$ cat config.mk
export PLATFORM = sky130hd
export DESIGN_NAME = nic_output_packetizer
export DESIGN_NICKNAME = d
export VERILOG_FILES = /design/src/rtl/nic_output_packetizer.sv
export SDC_FILE = /design/constraint.sdc
export NUM_CORES = 1
export LEC_CHECK = 0
export ABC_CLOCK_PERIOD_IN_PS = 5300
export BUFFER_PORTS_ARGS = -buffer_cell sky130_fd_sc_hd__buf_2
export CAP_MARGIN = 20
export CORE_ASPECT_RATIO = 1.4
export CORE_MARGIN = 2
export CORE_UTILIZATION = 45
export DETAILED_ROUTE_END_ITERATION = 7
export GPL_ROUTABILITY_DRIVEN = 0
export PLACE_DENSITY = 0.72
export SYNTH_ARGS = -nofsm -noshare
export SYNTH_HDL_FRONTEND = slang
export SYNTH_SLANG_ARGS = --single-unit
$ cat constraint.sdc
create_clock -name clk -period 5.3 [get_ports clk]
set_input_delay 0.265 -clock clk [delete_from_list [all_inputs] [get_ports clk]]
set_output_delay 0.265 -clock clk [all_outputs]
set_load 0.1 [all_outputs]
$ cat src/rtl/nic_output_packetizer.sv
// -----------------------------------------------------------------------------
// nic_output_packetizer
//
// NIC output stage. Accepts PE results through a valid/ready handshake into a
// small circular result queue and serialises each queued result as a wormhole
// packet toward the router local input port:
//    header, PAYLOAD_FLITS payload flits (low slice first), "NUL1", "NUL2"
// A packet is only started when the credit counter covers the whole packet,
// so flits of one packet always leave on consecutive cycles.
//
// Optional build macro: NIC_TRAILER_CHECKSUM_EN
//    When defined, the final trailer flit carries the XOR of the header and
//    all payload flits of the queue head entry instead of "NUL2".
//
// Ports:
//    clk                  clock, all state on the rising edge
//    reset                asynchronous, active-low reset
//    result_valid_din     PE offers a result this cycle
//    result_ready_dout    queue can accept a result (registered state only)
//    header_din           header flit for the offered result (nonzero)
//    payload_din          result payload, slice i = [i*CHANNEL_WIDTH +: CHANNEL_WIDTH]
//    credit_in_din        one router buffer slot freed
//    output_channel_dout  registered flit toward the router, 0 when idle
//    zero_credits_dout    credit counter is zero
//    busy_dout            a packet is being sent
//    credit_error_dout    sticky: credit returned while counter already full
// -----------------------------------------------------------------------------
module nic_output_packetizer #(
   parameter int CHANNEL_WIDTH = 32,
   parameter int PAYLOAD_FLITS = 2,
   parameter int QUEUE_DEPTH   = 2,
   parameter int CREDITS       = 5
) (
   input  logic                                   clk,
   input  logic                                   reset,
   input  logic                                   result_valid_din,
   output logic                                   result_ready_dout,
   input  logic [CHANNEL_WIDTH-1:0]               header_din,
   input  logic [PAYLOAD_FLITS*CHANNEL_WIDTH-1:0] payload_din,
   input  logic                                   credit_in_din,
   output logic [CHANNEL_WIDTH-1:0]               output_channel_dout,
   output logic                                   zero_credits_dout,
   output logic                                   busy_dout,
   output logic                                   credit_error_dout
);

   localparam int PACKET_FLITS = PAYLOAD_FLITS + 3;
   localparam int PTR_W = (QUEUE_DEPTH > 1) ? $clog2(QUEUE_DEPTH) : 1;
   localparam int CNT_W = $clog2(QUEUE_DEPTH + 1);
   localparam int IDX_W = $clog2(PACKET_FLITS);
   localparam int CRD_W = $clog2(CREDITS + 1);
   localparam int PAY_W = PAYLOAD_FLITS * CHANNEL_WIDTH;

   localparam logic [PTR_W-1:0] PTR_LAST  = PTR_W'(QUEUE_DEPTH - 1);
   localparam logic [CNT_W-1:0] CNT_FULL  = CNT_W'(QUEUE_DEPTH);
   localparam logic [IDX_W-1:0] IDX_LAST  = IDX_W'(PACKET_FLITS - 1);
   localparam logic [IDX_W-1:0] IDX_NUL1  = IDX_W'(PAYLOAD_FLITS + 1);
   localparam logic [CRD_W-1:0] CRD_FULL  = CRD_W'(CREDITS);
   localparam logic [CRD_W-1:0] CRD_PKT   = CRD_W'(PACKET_FLITS);

   // Trailer constants, right-aligned ASCII
   localparam logic [CHANNEL_WIDTH-1:0] FLIT_NUL1 = CHANNEL_WIDTH'(32'h4E55_4C31);
`ifndef NIC_TRAILER_CHECKSUM_EN
   localparam logic [CHANNEL_WIDTH-1:0] FLIT_NUL2 = CHANNEL_WIDTH'(32'h4E55_4C32);
`endif

   typedef enum logic {
      ST_IDLE = 1'b0,
      ST_SEND = 1'b1
   } state_t;

   // ---------------------------------------------------------------- state
   state_t                     state_q, state_d;
   logic [IDX_W-1:0]           idx_q, idx_d;
   logic [CHANNEL_WIDTH-1:0]   out_q, out_d;
   logic [CRD_W-1:0]           credits_q, credits_d;
   logic                       err_q, err_d;
   logic [PTR_W-1:0]           wr_ptr_q, wr_ptr_d;
   logic [PTR_W-1:0]           rd_ptr_q, rd_ptr_d;
   logic [CNT_W-1:0]           count_q, count_d;

   // Queue storage; entries need no reset since count_q gates their use.
   logic [CHANNEL_WIDTH-1:0]   hdr_mem [QUEUE_DEPTH];
   logic [PAY_W-1:0]           pay_mem [QUEUE_DEPTH];

   logic                       push, pop;
   logic [CHANNEL_WIDTH-1:0]   head_hdr;
   logic [PAY_W-1:0]           head_pay;
   logic [CHANNEL_WIDTH-1:0]   pay_slice [PAYLOAD_FLITS];
   logic [CHANNEL_WIDTH-1:0]   trailer_flit;
   logic [CHANNEL_WIDTH-1:0]   send_flit;
   logic                       send_dec;

   // ---------------------------------------------------------------- queue
   assign result_ready_dout = (count_q != CNT_FULL);
   // Ready comes from registered count only, so a same-cycle pop never
   // opens a slot for a push into a full queue.
   assign push = result_valid_din && result_ready_dout;

   always_ff @(posedge clk) begin
      if (push) begin
         hdr_mem[wr_ptr_q] <= header_din;
         pay_mem[wr_ptr_q] <= payload_din;
      end
   end

   assign head_hdr = hdr_mem[rd_ptr_q];
   assign head_pay = pay_mem[rd_ptr_q];

   generate
      for (genvar gi = 0; gi < PAYLOAD_FLITS; gi++) begin : g_slice
         assign pay_slice[gi] = head_pay[gi*CHANNEL_WIDTH +: CHANNEL_WIDTH];
      end
   endgenerate

   // Explicit wrap so non-power-of-2 depths work.
   always_comb begin
      wr_ptr_d = wr_ptr_q;
      rd_ptr_d = rd_ptr_q;
      count_d  = count_q;
      if (push) begin
         wr_ptr_d = (wr_ptr_q == PTR_LAST) ? '0 : wr_ptr_q + 1'b1;
      end
      if (pop) begin
         rd_ptr_d = (rd_ptr_q == PTR_LAST) ? '0 : rd_ptr_q + 1'b1;
      end
      case ({push, pop})
         2'b10:   count_d = count_q + 1'b1;
         2'b01:   count_d = count_q - 1'b1;
         default: count_d = count_q;
      endcase
   end

   // ---------------------------------------------------------------- trailer
`ifdef NIC_TRAILER_CHECKSUM_EN
   always_comb begin
      trailer_flit = head_hdr;
      for (int i = 0; i < PAYLOAD_FLITS; i++) begin
         trailer_flit = trailer_flit ^ pay_slice[i];
      end
   end
`else
   assign trailer_flit = FLIT_NUL2;
`endif

   // Flit selected by the current index while in SEND (index >= 1).
   always_comb begin
      send_flit = trailer_flit;
      if (idx_q == IDX_NUL1) begin
         send_flit = FLIT_NUL1;
      end
      for (int i = 0; i < PAYLOAD_FLITS; i++) begin
         if (idx_q == IDX_W'(i + 1)) begin
            send_flit = pay_slice[i];
         end
      end
   end

   // ---------------------------------------------------------------- FSM
   always_comb begin
      state_d = state_q;
      idx_d   = idx_q;
      out_d   = '0;
      pop     = 1'b0;
      case (state_q)
         ST_IDLE: begin
            // Whole-packet credit check: no mid-packet bubbles.
            if ((count_q != '0) && (credits_q >= CRD_PKT)) begin
               out_d   = head_hdr;
               idx_d   = IDX_W'(1);
               state_d = ST_SEND;
            end
         end
         ST_SEND: begin
            out_d = send_flit;
            if (idx_q == IDX_LAST) begin
               pop     = 1'b1;
               idx_d   = '0;
               state_d = ST_IDLE;
            end else begin
               idx_d = idx_q + 1'b1;
            end
         end
         default: begin
            state_d = ST_IDLE;
            idx_d   = '0;
         end
      endcase
   end

   // ---------------------------------------------------------------- credits
   assign send_dec = (out_d != '0);

   always_comb begin
      credits_d = credits_q;
      err_d     = err_q;
      if (credit_in_din && !send_dec) begin
         if (credits_q == CRD_FULL) begin
            err_d = 1'b1;                  // saturate and flag
         end else begin
            credits_d = credits_q + 1'b1;
         end
      end else if (!credit_in_din && send_dec) begin
         credits_d = credits_q - 1'b1;
      end
   end

   // ---------------------------------------------------------------- registers
   always_ff @(posedge clk or negedge reset) begin
      if (!reset) begin
         state_q   <= ST_IDLE;
         idx_q     <= '0;
         out_q     <= '0;
         credits_q <= CRD_FULL;
         err_q     <= 1'b0;
         wr_ptr_q  <= '0;
         rd_ptr_q  <= '0;
         count_q   <= '0;
      end else begin
         state_q   <= state_d;
         idx_q     <= idx_d;
         out_q     <= out_d;
         credits_q <= credits_d;
         err_q     <= err_d;
         wr_ptr_q  <= wr_ptr_d;
         rd_ptr_q  <= rd_ptr_d;
         count_q   <= count_d;
      end
   end

   assign output_channel_dout = out_q;
   assign zero_credits_dout   = (credits_q == '0);
   assign busy_dout           = (state_q == ST_SEND);
   assign credit_error_dout   = err_q;

endmodule
==> results of run 1 <==
## through the flow
stage	total power, mW	area, um^2	hold slack [ns]
after detailed placement	5.17	9990	0.409
final	6.62	11600	0.142
after global placement	5.10	9990	0.390
after global routing	6.91	11600	0.156
after floorplan	4.63	9040	-0.0306
after CTS	6.67	11600	0.133
## routing by layer
layer,track usage (%),wire length (um)
met5,0,0
met4,8.35,841
met3,2.39,963
met2,32.0,10200
met1,22.7,7640
## power groups by stage
stage	combinational (mW)	sequential [mW]	clock, mW
finish	2.37	2.81	1.44
global placement	2.27	2.83	0
CTS	2.38	2.82	1.47
detailed placement	2.32	2.85	0
floorplan	1.26	3.37	0
global route	2.52	2.86	1.54
## registers in the layout, summed over array words and instances, names as in the netlist
name                 flops
count_q                  2
output_channel_dout     32
credit_error_dout        1
pay_mem                128
credits_q                3
hdr_mem                 64
wr_ptr_q                 1
busy_dout                1
rd_ptr_q                 1
idx_q                    3
## how the worst max path moves through the flow
stage | slack [ns] | start | to | cells past startpoint
2_1_floorplan | 0.85 | count_q[0]$_DFFE_PN0P_ | hdr_mem[0][0]$_DFFE_PP_ | 3
3_3_place_gp | 1.36 | idx_q[0]$_DFFE_PN0P_ | credits_q[2]$_DFFE_PN1P_ | 14
3_5_place_dp | 1.24 | idx_q[0]$_DFFE_PN0P_ | credits_q[2]$_DFFE_PN1P_ | 14
4_1_cts | 1.20 | idx_q[0]$_DFFE_PN0P_ | credits_q[2]$_DFFE_PN1P_ | 14
5_1_grt | 0.90 | idx_q[0]$_DFFE_PN0P_ | credits_q[2]$_DFFE_PN1P_ | 13
6_report | 1.16 | idx_q[0]$_DFFE_PN0P_ | credits_q[2]$_DFFE_PN1P_ | 14
## cells by family (layout without fill, tap and decap cells)
kind of cell	Yosys count	count (layout)
AO/OA/AOI/OAI	69	69
AND/OR/NAND/NOR	49	49
adder cells (fa/ha/maj)	9	9
XOR/XNOR	7	7
buffers and inverters	41	295
multiplexers	99	99
flip-flops	236	236
## worst reg2reg max path, cell delays in order (launching register included)
cell and delay (ns):
dfrtp_1 0.41, inv_1 0.13, ha_1 0.25, or3b_1 0.49
buf_4 0.39, o22ai_1 0.14, a2bb2oi_1 0.29, nand4_1 0.15
nor4bb_1 0.58, nand4_1 0.24, inv_1 0.12, nand2_1 0.07
fa_1 0.38, xnor2_1 0.14, mux2_4 0.27
## Yosys cell counts (3+ instances only)
library cell and n:
a2bb2oi_1 10, buf_2 12, buf_6 3, clkbuf_1 5, dfrtp_1 42, edfxtp_1 192
ha_1 8, inv_1 17, mux2_1 4, mux2_2 22, mux2_4 3, mux2i_1 70
nand2_1 17, nand2b_1 3, nand4_1 4, nor2_1 7, nor4_1 4, o21ai_0 11
o21ai_1 8, o221ai_1 10, o22ai_1 19, xnor2_1 5
## final cells by class
type                            instances  area, um^2
Multi-Input combinational cell        233        1990
Sequential cell                       236        6870
Inverter                               17        63.8
Clock inverter                          8        71.3
Timing Repair Buffer                  240        1720
Fill cell                            1469        8170
Tap cell                              252         315
Clock buffer                           30         569
## repair_timing
item                                   4_1_cts  5_1_grt
gates resized for setup                      0        0
endpoints found under the hold margin      234        0
hold buffers                                97        0
==> results.sh, run 1 <==
export IMPL_nNetsFinal=858
export IMPL_synthFlopType="edfxtp_1"
export IMPL_power_switching_mw=2.52
export IMPL_synth_fa_ha_area_share_pct=1.33
export IMPL_area_growth_pct=28.3
export IMPL_vias=5354
export IMPL_reg2reg_slack_ns=1.16
export IMPL_r2r_end="credits_q[2]$_DFFE_PN1P_"
export IMPL_root_buffer="clkbuf_16"
export IMPL_pwr_density_cell_mw_per_mm2=570
export IMPL_drive_gt1_share_pct=27.1
export IMPL_final_cell_mix="edfxtp_1 (192), buf_2 (135), dlygate4sd3_1 (97), mux2i_1 (70), dfrtp_1 (41)"
export IMPL_syn_area_mm2=0.00904
export IMPL_syn_num_nets=619
export IMPL_fp_coreArea_mm2=0.0198
export IMPL_cp_num_buf_inv=3
export IMPL_cts_clk_slew_worst_paths_ns=0.06
export IMPL_cts_sinks=236
export IMPL_finalSetupViolCount=0
export IMPL_swShare_pct=38.1
export IMPL_yosysUniqueCellTypes=46
export IMPL_hold_start="credit_in_din"
export IMPL_critPathLaunchType="register"
export IMPL_ctsLongestPathBuffers=3
export IMPL_vdd_drop_max_uv=451
export IMPL_crit_arrival_ns=4.56
export IMPL_ys_seq_area_share_pct=76.0
export IMPL_core_rowCount=61
export IMPL_cts_setup_buffers=0
export IMPL_cellLeakagePower_nw=4.59
export IMPL_yosys_mux_area_fraction_pct=11.5
export IMPL_cpPeakStageDelay_ns=0.58
export IMPL_diodes=0
export IMPL_r2r_start="idx_q[0]$_DFFE_PN0P_"
export IMPL_pre_cts_ws_ns=1.24
export IMPL_fin_ws_ns=1.16
export IMPL_hp_class="in -> reg"
export IMPL_clockPowerShare_pct=21.7
export IMPL_cp_slowest_cell="nor4bb_1"
export IMPL_power_frac_seq_pct=42.5
export IMPL_layout_commonest_cell="edfxtp_1"
export IMPL_synth_xor_area_share_pct=0.678
export IMPL_synth_seq_cells=236
export IMPL_num_io_pins=136
export IMPL_grt_util_all_layers_pct=18.4
export IMPL_crit_type="reg -> reg"
export IMPL_yosys_warnings=0
export IMPL_grt_pass1_wl_um=29500
export IMPL_path_max_fanout=17
export IMPL_finalClockSkew_ns=0.0237
export IMPL_synth_edff_count=192
export IMPL_drt_total_wl_um=19600
export IMPL_fin_crit_sh_pct=78.1
export IMPL_hold_path_depth=3
export IMPL_maxSlewHeadroom_pct=43.4
export IMPL_drc=0
export IMPL_hold_violations=0
export IMPL_antenna_left=0
export IMPL_vias_per_cell=5.27
export IMPL_final_max_slew_violation_count=0
export IMPL_synth_simple_area_share_pct=2.89
export IMPL_antenna_found_initial=0
export IMPL_worst_pin_slew_ns=0.850
export IMPL_synth_top_family_by_area="multiplexers"
export IMPL_synth_top_area_share_pct=63.8
export IMPL_async_flop_share_pct=18.6
export IMPL_grt_max_degree=55
export IMPL_finish_utilization_pct=58.7
export IMPL_dieArea_mm2=0.0213
export IMPL_fin_tns_setup_ns=0
export IMPL_synth_compound_area_share_pct=5.44
export IMPL_first_global_vias=5544
export IMPL_synth_top_area_cell="edfxtp_1"
export IMPL_outcome="finished, final reports clean"
export IMPL_holdPathEnd="credits_q[0]$_DFFE_PN1P_"
export IMPL_fin_cells=1016
export IMPL_reg2reg_depth=14
export IMPL_fin_crit_ns=4.14
export IMPL_dp_cells=881
export IMPL_dp_final_hpwl_um=12100
export IMPL_synth_area_per_cell_um2=17.7
export IMPL_io_buffers=135
export IMPL_endpoint_kind="register"
export IMPL_comb_power_share_pct=35.8
export IMPL_rsz0062_at_grt="false"
export IMPL_postSynthCellCount=510
export IMPL_crit_family="simple AND/OR/NAND/NOR gates"
export IMPL_initial_core_util_pct=45.7
export IMPL_cts_tree="yes"
export IMPL_die_h_um=172
export IMPL_drt_iter0_drc=366
export IMPL_path_cells="inv_1, ha_1, or3b_1, buf_4, o22ai_1, a2bb2oi_1, nand4_1, nor4bb_1, nand4_1, inv_1, nand2_1, fa_1, xnor2_1, mux2_4"
export IMPL_maxCapViolations=0
export IMPL_crit_required_ns=5.72
export IMPL_power_internal_mw=4.09
export IMPL_wl_per_cell_um=19.3
export IMPL_clock_latency_ns=0.51
export IMPL_die_w_um=124
export IMPL_grt_overflow_total=0
export IMPL_h_tree_depth=1
export IMPL_synthTopCellsByArea="edfxtp_1 (64%), dfrtp_1 (12%), mux2i_1 (7.7%)"
export IMPL_max_freq_mhz=241
export IMPL_cts_buffers_inserted=21
export IMPL_drt_first_pass_iters=6
Note: power is estimated with default switching activity, not from simulation.
==> inputs of run 2 (changes only) <==
ABC_CLOCK_PERIOD_IN_PS = 3700   (was 5300)
clock period = 3.7 ns   (was 5.3 ns; I/O delays follow)
==> run 2 against run 1 <==
Register-to-register slack worse by 0.98 ns. Count of clock-buffer cells in the layout rose by 3. Worst hold slack worse by 0.093 ns. Fmax is 18% higher. Setup slack got worse by 0.98 ns. Highest routed layer unchanged. Largest cell class unchanged. Die area stayed put. Clock skew down 0.016 ns. Global-route usage increased by 0.73 points. Via count decreased by 0.15%. Critical endpoint unchanged. Flip-flop and latch count stayed put. Sequential share of layout area down 1.1 points.
==> results.sh, run 2 (synthesis results as in run 1) <==
export IMPL_largest_reg_flops=128
export IMPL_root_buffer="clkbuf_16"
export IMPL_initial_core_util_pct=45.7
export IMPL_drt_total_wl_um=20300
export IMPL_final_cell_mix="edfxtp_1 (192), buf_2 (136), dlygate4sd3_1 (97), mux2i_1 (70), dfrtp_1 (41)"
export IMPL_fin_ws_ns=0.177
export IMPL_fin_area_mm2=0.0118
export IMPL_core_rowCount=61
export IMPL_drive_gt1_share_pct=29.6
export IMPL_endpoint_kind="register"
export IMPL_cts_tree="yes"
export IMPL_io_buffers=135
export IMPL_worst_pin_slew_ns=0.815
export IMPL_die_w_um=124
export IMPL_dp_final_hpwl_um=13100
export IMPL_antenna_left=0
export IMPL_crit_type="reg -> reg"
export IMPL_wl_per_cell_um=19.6
export IMPL_area_growth_pct=30.8
export IMPL_final_max_slew_violation_count=0
export IMPL_antenna_found_initial=0
export IMPL_dieArea_mm2=0.0213
export IMPL_cts_clk_slew_worst_paths_ns=0.06
export IMPL_hold_violations=0
export IMPL_grt_util_all_layers_pct=19.1
export IMPL_grt_max_degree=56
export IMPL_nFillCells=1435
export IMPL_crit_required_ns=4.13
export IMPL_num_io_pins=136
export IMPL_fin_cells=1035
export IMPL_fin_crit_ns=3.52
export IMPL_maxCapViolations=0
export IMPL_drt_first_pass_iters=4
export IMPL_diodes=0
export IMPL_grt_pass1_wl_um=30600
export IMPL_fp_coreArea_mm2=0.0198
export IMPL_nNetsFinal=876
export IMPL_cellLeakagePower_nw=4.70
export IMPL_maxSlewHeadroom_pct=45.5
export IMPL_path_max_fanout=6
export IMPL_place_area_mm2=0.0101
export IMPL_cpPeakStageDelay_ns=0.44
export IMPL_ff_latch_area_mm2=0.00687
export IMPL_layout_commonest_cell="edfxtp_1"
export IMPL_finalSetupViolCount=0
export IMPL_finalClockSkew_ns=0.00818
export IMPL_fin_crit_sh_pct=95.2
export IMPL_vias=5346
export IMPL_regMostFlops="pay_mem"
export IMPL_vias_per_cell=5.17
export IMPL_grt_overflow_total=0
export IMPL_critPathLaunchType="register"
export IMPL_whs_ns=0.0494
export IMPL_outcome="finished, final reports clean"
export IMPL_drt_iter0_drc=366
export IMPL_path_cells="inv_1, ha_2, or3b_4, buf_4, o221ai_1, o21ai_0, nor4_1, nor4bb_2, buf_4, nand4_1, inv_1, nand2_1, fa_1, xnor2_1, mux2_4"
export IMPL_h_tree_depth=1
export IMPL_hp_class="in -> reg"
export IMPL_die_h_um=172
export IMPL_first_global_vias=5673
export IMPL_pwr_density_cell_mw_per_mm2=824
export IMPL_crit_arrival_ns=3.95
export IMPL_pre_cts_ws_ns=0.00110
export IMPL_cts_sinks=236
export IMPL_drc=0
export IMPL_cp_slowest_cell="or3b_4"
export IMPL_clock_latency_ns=0.50
export IMPL_multi_input_area_mm2=0.00202
export IMPL_max_freq_mhz=284
export IMPL_vdd_drop_max_uv=437
export IMPL_ctsLongestPathBuffers=3
export IMPL_dp_cells=891
export IMPL_cts_buffers_inserted=23
[run 2: critical path: cells and delay by family (launching register included)]
family | cells | cell delay [ns]
multiplexers | 1 | 0.27
flip-flops | 1 | 0.41
buffers and inverters | 4 | 0.54
AO/OA/AOI/OAI | 2 | 0.36
XOR/XNOR | 1 | 0.14
AND/OR/NAND/NOR | 5 | 1.15
adder cells (fa/ha/maj) | 2 | 0.58
[run 2: where the power goes]
group	switching [mW]	internal, mW	total, mW
Combinational	2.51	1.18	3.69
Clock	0.929	1.19	2.12
Sequential	0.270	3.66	3.93
Total	3.71	6.03	9.74
[run 2: routing by layer]
layer | up-vias | share of wire (%) | track usage (%)
li1 | 2499 | - | -
met1 | 2676 | 40 | 23.8
met2 | 135 | 54 | 34.3
met3 | 36 | 3.9 | 2.29
met4 | 0 | 2.5 | 6.23
met5 | - | 0 | 0
[run 2: layout make-up]
class | instances | share of cell area [%]
sequential | 236 | 58.1
multi-input combinational | 233 | 17.1
timing repair buffer | 256 | 15.9
clock buffer | 33 | 5.35
tap | 252 | 2.67
inverter | 17 | 0.540
clock inverter | 8 | 0.391
[run 2: stage by stage]
stage	power (mW)	setup TNS (ns)	utilization (%)
2_1_floorplan	6.60	0	-
3_3_place_gp	7.41	0	51.0
3_5_place_dp	7.53	0	51.0
4_1_cts	9.73	0	59.4
5_1_grt	10.2	-0.0358	59.8
6_report	9.74	0	59.8
[run 2: final timing paths]
kind	depth (start not counted)	slack, ns	start	endpoint
min in group asynchronous	2	0.06	reset	output_channel_dout[6]$_DFF_PN0_
max in group asynchronous	3	3.11	reset	credits_q[0]$_DFFE_PN1P_
max	15	0.18	idx_q[1]$_DFFE_PN0P_	credits_q[2]$_DFFE_PN1P_
min reg2reg	1	0.46	credit_error_dout$_DFFE_PN0P_	credit_error_dout$_DFFE_PN0P_
max reg2reg	15	0.18	idx_q[1]$_DFFE_PN0P_	credits_q[2]$_DFFE_PN1P_
min	3	0.05	credit_in_din	credits_q[0]$_DFFE_PN1P_
[run 2: timing repair]
item                                    in CTS  in global routing
resized for setup                            1                 11
gates cloned                                 0                  0
buffers inserted                             0                  6
endpoints found under the setup margin       1                  2
hold buffers                                97                  0
endpoints found under the hold margin      234                  0
pin swaps                                    0                  5
